`src/rtl/sram_if_pkg.sv`:
```
// rtl/sram_if_pkg.sv - shared constants and helpers for the SRAM port initiator
// Provides default address/data widths and a pointer-width helper used to size
// FIFO pointers and occupancy counters.

package sram_if_pkg;

    localparam int SRAM_ADDR_W = 6;
    localparam int SRAM_DATA_W = 4;

    // Bits needed to index 0..depth-1, never less than 1.
    function automatic int ptr_width(input int depth);
        int w;
        w = 1;
        for (int i = 1; i < 31; i++) begin
            if ((1 << i) < depth) begin
                w = i + 1;
            end
        end
        return w;
    endfunction

endpackage

```
`src/rtl/sram_rsp_fifo.sv`:
```
// rtl/sram_rsp_fifo.sv - synchronous first-word-fall-through response FIFO
// Ports: i_clk/i_rst clock and async active-high reset; i_push/i_data write side;
// i_pop read side; o_data head entry; o_full/o_empty/o_count occupancy status.
// Any depth >= 1 is supported; pointers wrap modulo DEPTH.

module sram_rsp_fifo
    import sram_if_pkg::*;
#(
    parameter int DATA_W = SRAM_DATA_W,
    parameter int DEPTH  = 3,
    localparam int CNT_W = ptr_width(DEPTH + 1)
) (
    input  logic              i_clk,
    input  logic              i_rst,
    input  logic              i_push,
    input  logic [DATA_W-1:0] i_data,
    input  logic              i_pop,
    output logic [DATA_W-1:0] o_data,
    output logic              o_full,
    output logic              o_empty,
    output logic [CNT_W-1:0]  o_count
);

    localparam int PTR_W = ptr_width(DEPTH);

    logic [DATA_W-1:0] r_mem [DEPTH];
    logic [PTR_W-1:0]  r_wr_ptr;
    logic [PTR_W-1:0]  r_rd_ptr;
    logic [CNT_W-1:0]  r_count;

    function automatic logic [PTR_W-1:0] ptr_next(input logic [PTR_W-1:0] p);
        return (p == PTR_W'(DEPTH - 1)) ? '0 : p + 1'b1;
    endfunction

    // Storage is reset so the head reads as zero out of reset.
    always_ff @(posedge i_clk or posedge i_rst) begin
        if (i_rst) begin
            for (int i = 0; i < DEPTH; i++) begin
                r_mem[i] <= '0;
            end
            r_wr_ptr <= '0;
            r_rd_ptr <= '0;
            r_count  <= '0;
        end else begin
            // Push while full is fine when a pop is consumed in the same cycle:
            // the slot being overwritten is the one leaving.
            if (i_push) begin
                r_mem[r_wr_ptr] <= i_data;
                r_wr_ptr        <= ptr_next(r_wr_ptr);
            end
            if (i_pop) begin
                r_rd_ptr <= ptr_next(r_rd_ptr);
            end
            case ({i_push, i_pop})
                2'b10:   r_count <= r_count + 1'b1;
                2'b01:   r_count <= r_count - 1'b1;
                default: r_count <= r_count;
            endcase
        end
    end

    assign o_data  = r_mem[r_rd_ptr];
    assign o_full  = (r_count == CNT_W'(DEPTH));
    assign o_empty = (r_count == '0);
    assign o_count = r_count;

endmodule

```
`src/rtl/sram_port_initiator.sv`:
```
// rtl/sram_port_initiator.sv - valid/ready initiator for a single-port SRAM wrapper
// Ports: CLK/RST clock and async active-high reset; req_* request stream
// (we/addr/wdata/wem); rsp_* read response stream; CE/WE/WEM/A/D registered
// memory strobes; Q memory read data, valid RD_LAT cycles after the CE cycle.
// Read credits are reserved at accept so returning Q always has FIFO room.

module sram_port_initiator
    import sram_if_pkg::*;
#(
    parameter int ADDR_W    = SRAM_ADDR_W,
    parameter int DATA_W    = SRAM_DATA_W,
    parameter int RD_LAT    = 1,
    parameter int RSP_DEPTH = 3
) (
    input  logic              CLK,
    input  logic              RST,
    input  logic              req_valid,
    output logic              req_ready,
    input  logic              req_we,
    input  logic [ADDR_W-1:0] req_addr,
    input  logic [DATA_W-1:0] req_wdata,
    input  logic [DATA_W-1:0] req_wem,
    output logic              rsp_valid,
    input  logic              rsp_ready,
    output logic [DATA_W-1:0] rsp_data,
    output logic              CE,
    output logic              WE,
    output logic [DATA_W-1:0] WEM,
    output logic [ADDR_W-1:0] A,
    output logic [DATA_W-1:0] D,
    input  logic [DATA_W-1:0] Q
);

    localparam int CNT_W = ptr_width(RSP_DEPTH + 1);

    logic              r_ce;
    logic              r_we;
    logic [DATA_W-1:0] r_wem;
    logic [ADDR_W-1:0] r_a;
    logic [DATA_W-1:0] r_d;
    logic [RD_LAT-1:0] r_rd_pipe;
    logic [CNT_W-1:0]  r_in_use;

    logic              w_req_fire;
    logic              w_rd_fire;
    logic              w_pop;
    logic              w_push;
    logic              w_fifo_full;
    logic              w_fifo_empty;
    logic [CNT_W-1:0]  w_fifo_count;

    assign w_pop = rsp_valid & rsp_ready;

    // A credit released by this cycle's pop is immediately reusable, which is
    // what lets RSP_DEPTH = RD_LAT+2 sustain one read per cycle.
    assign req_ready  = req_we | (r_in_use < CNT_W'(RSP_DEPTH)) | w_pop;
    assign w_req_fire = req_valid & req_ready;
    assign w_rd_fire  = w_req_fire & ~req_we;
    assign w_push     = r_rd_pipe[RD_LAT-1];

    // Address/data/mask hold their last value when idle to avoid toggling.
    always_ff @(posedge CLK or posedge RST) begin
        if (RST) begin
            r_ce  <= 1'b0;
            r_we  <= 1'b0;
            r_wem <= '0;
            r_a   <= '0;
            r_d   <= '0;
        end else begin
            r_ce <= w_req_fire;
            r_we <= w_req_fire & req_we;
            if (w_req_fire) begin
                r_a   <= req_addr;
                r_d   <= req_we ? req_wdata : '0;
                r_wem <= req_we ? req_wem : '0;
            end
        end
    end

    // Tail bit marks the cycle in which Q carries valid read data.
    if (RD_LAT == 1) begin : g_pipe_one
        always_ff @(posedge CLK or posedge RST) begin
            if (RST) begin
                r_rd_pipe <= '0;
            end else begin
                r_rd_pipe <= r_ce & ~r_we;
            end
        end
    end else begin : g_pipe_many
        always_ff @(posedge CLK or posedge RST) begin
            if (RST) begin
                r_rd_pipe <= '0;
            end else begin
                r_rd_pipe <= {r_rd_pipe[RD_LAT-2:0], r_ce & ~r_we};
            end
        end
    end

    always_ff @(posedge CLK or posedge RST) begin
        if (RST) begin
            r_in_use <= '0;
        end else begin
            case ({w_rd_fire, w_pop})
                2'b10:   r_in_use <= r_in_use + 1'b1;
                2'b01:   r_in_use <= r_in_use - 1'b1;
                default: r_in_use <= r_in_use;
            endcase
        end
    end

    sram_rsp_fifo #(
        .DATA_W (DATA_W),
        .DEPTH  (RSP_DEPTH)
    ) u_rsp_fifo (
        .i_clk   (CLK),
        .i_rst   (RST),
        .i_push  (w_push),
        .i_data  (Q),
        .i_pop   (w_pop),
        .o_data  (rsp_data),
        .o_full  (w_fifo_full),
        .o_empty (w_fifo_empty),
        .o_count (w_fifo_count)
    );

    assign rsp_valid = ~w_fifo_empty;

    assign CE  = r_ce;
    assign WE  = r_we;
    assign WEM = r_wem;
    assign A   = r_a;
    assign D   = r_d;

    a_no_overflow: assert property (@(posedge CLK) disable iff (RST)
        !(w_push && w_fifo_full && !w_pop));

    a_credit_covers_fifo: assert property (@(posedge CLK) disable iff (RST)
        r_in_use >= w_fifo_count);

endmodule
```
`config.mk`:
```
export PLATFORM = sky130hd
export DESIGN_NAME = sram_port_initiator
export DESIGN_NICKNAME = d
export VERILOG_FILES = /design/src/rtl/sram_if_pkg.sv /design/src/rtl/sram_rsp_fifo.sv /design/src/rtl/sram_port_initiator.sv
export SDC_FILE = /design/constraint.sdc
export NUM_CORES = 1
export LEC_CHECK = 0
export ABC_AREA = 0
export CORE_ASPECT_RATIO = 1.4
export CORE_UTILIZATION = 45
export DETAILED_ROUTE_END_ITERATION = 10
export GPL_TIMING_DRIVEN = 0
export PLACE_DENSITY = 0.81
export SETUP_SLACK_MARGIN = 0.5
export SLEW_MARGIN = 30
export SYNTH_ARGS = -nofsm -noshare
export SYNTH_HDL_FRONTEND = slang
export SYNTH_SLANG_ARGS = --single-unit
export TNS_END_PERCENT = 50
```
`constraint.sdc`:
```
create_clock -name CLK -period 2.4 [get_ports CLK]
set_input_delay 0.24 -clock CLK [delete_from_list [all_inputs] [get_ports CLK]]
set_output_delay 0.24 -clock CLK [all_outputs]
set_load 0.02 [all_outputs]
```
==> results.yml <==
setup_path:
  slowest_stage: "dfrtp_2"
  crit_arrival_ns: 2.02
  worstReg2RegStart: "u_rsp_fifo.o_count[0]"
  slowest_delay_ns: 0.41
  cp-end-kind: "flop"
  critPathKind: "reg2reg"
  worst_setup_path_start_kind: "flop"
  cp_cell_sequence: "o21ai_4 > buf_4 > inv_4 > o21ai_4 > buf_6 > or2_2 > ha_2 > xnor2_1 > nor2_1 > xor2_1"
  critical_path_required_ns: 2.58
  crit_path_frequent_cell: "o21ai_4"
  crit_fanout: 4
  startpoint: "u_rsp_fifo.o_count[0]"
sta:
  finalCritPeriodShare_pct: 76.90
  setup_viol: 0
  fmax_ghz: 0.5419
  fin_skew_ns: 0.005623
  slew_violations: 0
  worstMarginPinSlew_ns: 0.7514
  period_needed_ns: 1.845
  finalHoldViolations: 0
  slew_headroom_pct: 49.83
  rsz0062_at_grt: "true"
  setup_tns_ns: 0
  holdWs_ns: 0.4003
  layout_setup_ws_ns: 0.5545
global_route:
  grt_max_degree: 38
  grt_usage_pct: 19.39
  antenna_found_initial: 0
  grt_overflow_total: 0
  grt_pass1_vias: 1120
  grt_first_pass_wirelength_um: 5230
logic_synthesis:
  synth_edf_count: 0
  yosys_warnings: 0
  netlist.top_cell.by_area: "dfrtp_1"
  yosysMostFrequentCell: "dfrtp_1"
  yosys-top-cells-area: "dfrtp_1, mux2_2, a22o_2"
  syn_inst: 112
  syn_area_um2: 1543
  synth_top_cell_area_share_pct: 60.02
  synthTopCellsByCount: "dfrtp_1, mux2_2, a22o_2"
  ys_types: 28
  ys_seq_elements: 37
  synthFlopType: "dfrtp_1"
  avgSynthCellArea_um2: 13.77
  seq_area_frac_synth_pct: 60.02
  async_reset_ff_share_pct: 100.0
  syn_nets: 137
pwr:
  total_leakage_power_nw: 0.9902
  ir_drop_mv: 0.7056
  seq_power_share_pct: 39.8
  comb_power_share_pct: 38.6
  power.share.clock_pct: 21.6
  switching_share_pct: 32.95
  internal-power_mw: 1.666
  p_per_area_nw_per_um2: 1115
  power_switching_mw: 0.8186
detailed_routing:
  avgViaCountPerCell: 5.133
  num_vias: 1083
  wirelength_um: 3099
  wl_met1_um: 1252
  drc_errors: 0
  wl_met2_um: 1620
  top_layer_used: "met4"
  drtIter0Drc: 15
  dr.pass1.iters: 4
  met3_length_um: 169
  post_drt_wl_per_cell_um: 14.69
  final_antenna_net_count: 0
finish:
  syn_to_final_growth_pct: 44.44
  stdcell_count: 211
  fill_cells: 252
  num_antenna_cells: 0
  nets: 196
  layout-drive-gt1-share_pct: 30.81
run:
  drv_cap: 0
min_path:
  holdCritPathClass: "in2async"
die:
  io_pins: 45
  coreArea_um2: 3183
  placementRows: 24
  die_w_um: 51.49
  die_area_um2: 3670
  fp.dieH_um: 71.28
  start_util_pct: 48.47
cts:
  clk_latency_ns: 0.29
  cts_made_buffers: 5
  clock-root-buffer: "clkbuf_8"
  cts_hold_buf: 0
  clk_pin_slew_ns: 0.08
  clock_sink_count: 37
  cts_tree: "done"
  cts_max_level: 2
  clock_path_buffers: 2
place:
  place_inst: 195
  dp_slack_ns: 0.2306
  dpl.hpwl_um: 2193
  portBuffers: 44
  place_congestion: 0.7063
run_status:
  status: "finished clean"
-- layout by cell type (no fill, tap or decap), types with 2 or more instances in the layout --
master and count:
nand2_1 6, a22o_2 8, nor2_1 2, o21ai_4 2
buf_4 8, clkdlybuf4s50_1 38, o21ai_0 6, mux2i_1 4
clkbuf_8 5, inv_1 2, inv_2 2, xor2_1 2
dlygate4sd2_1 3, dlymetal6s2s_1 3, mux2_1 4, or2_2 2
dfrtp_1 36, mux2_2 14, xnor2_1 4
-- sequential cells by signal, summed over array words and instances, names as in the netlist --
register,count
r_rd_pipe,1
CE,1
WE,1
u_rsp_fifo.r_rd_ptr,2
A,6
WEM,4
u_rsp_fifo.r_wr_ptr,2
r_in_use,2
u_rsp_fifo.o_count,2
D,4
u_rsp_fifo.r_mem,12
-- power by group through the flow --
stage	logic, mW	clock network [mW]	registers [mW]
after detailed placement	0.931	0	0.994
after CTS	0.910	0.552	0.983
after global routing	1.04	0.584	1.02
after global placement	0.896	0	0.973
after floorplan	0.544	0	1.01
final	0.959	0.537	0.988
-- stage by stage --
| stage | utilization (%) | power [mW] | cell area [um^2] |
|---|---|---|---|
| global route | 70.01 | 2.637 | 2228 |
| global placement | 63.84 | 1.870 | 2032 |
| floorplan | - | 1.551 | 1543 |
| detailed placement | 63.84 | 1.924 | 2032 |
| finish | 70.01 | 2.484 | 2228 |
| CTS | 67.45 | 2.445 | 2147 |
-- worst max-delay path: cells and delay by family (launching register included) --
family	cells	cell delay, ns
AO/OA/AOI/OAI	2	0.15
XOR/XNOR	2	0.32
adder cells (fa/ha/maj)	1	0.17
buffers and inverters	3	0.34
flip-flops	1	0.41
AND/OR/NAND/NOR	2	0.34
-- per-layer routing --
layer,GRT usage [%],vias to the layer above
met1,24.25,532
li1,-,503
met2,31.02,39
met5,0,-
met3,6.582,9
met4,6.907,0
-- path summary, 6_finish.rpt --
| kind | endpoint | slack [ns] | depth (start not counted) |
|---|---|---|---|
| min in group CLK | u_rsp_fifo.r_rd_ptr[1] | 0.42 | 5 |
| max in group asynchronous | u_rsp_fifo.o_count[0] | 1.46 | 2 |
| hold / removal | WEM[1] | 0.40 | 2 |
| setup / recovery | r_in_use[1] | 0.55 | 10 |
| hold reg to reg | r_rd_pipe | 0.43 | 1 |
| setup reg to reg | r_in_use[1] | 0.55 | 10 |
-- layout make-up --
type	count	area [um^2]	share of cell area (%)
plain buffers	3	20.02	0.8984
repair buffers	52	504.2	22.63
clock inverters	3	46.29	2.077
well taps	39	48.80	2.190
clock buffers	5	68.82	3.088
inverters	5	21.27	0.9545
flip-flops and latches	37	927.1	41.61
multi-input cells	67	591.8	26.56
-- logic make-up after synthesis --
| family | Yosys count | synth area share (%) |
|---|---|---|
| AOI/OAI and AO/OA | 18 | 9.814 |
| xor gates and xnor gates | 6 | 3.406 |
| DFF | 37 | 60.02 |
| and+or+nand+nor | 19 | 6.975 |
| buffers and inverters | 8 | 2.433 |
| muxes | 22 | 15.73 |
| adders and majority gates | 2 | 1.622 |
-- repair_timing --
action,in CTS,in global routing
gates cloned,0,0
gates resized for setup,5,7
pin swaps,0,5
setup endpoints to repair,6,7
setup buffers,0,8
hold endpoints to repair,0,0
Note: power is estimated with default switching activity, not from simulation.
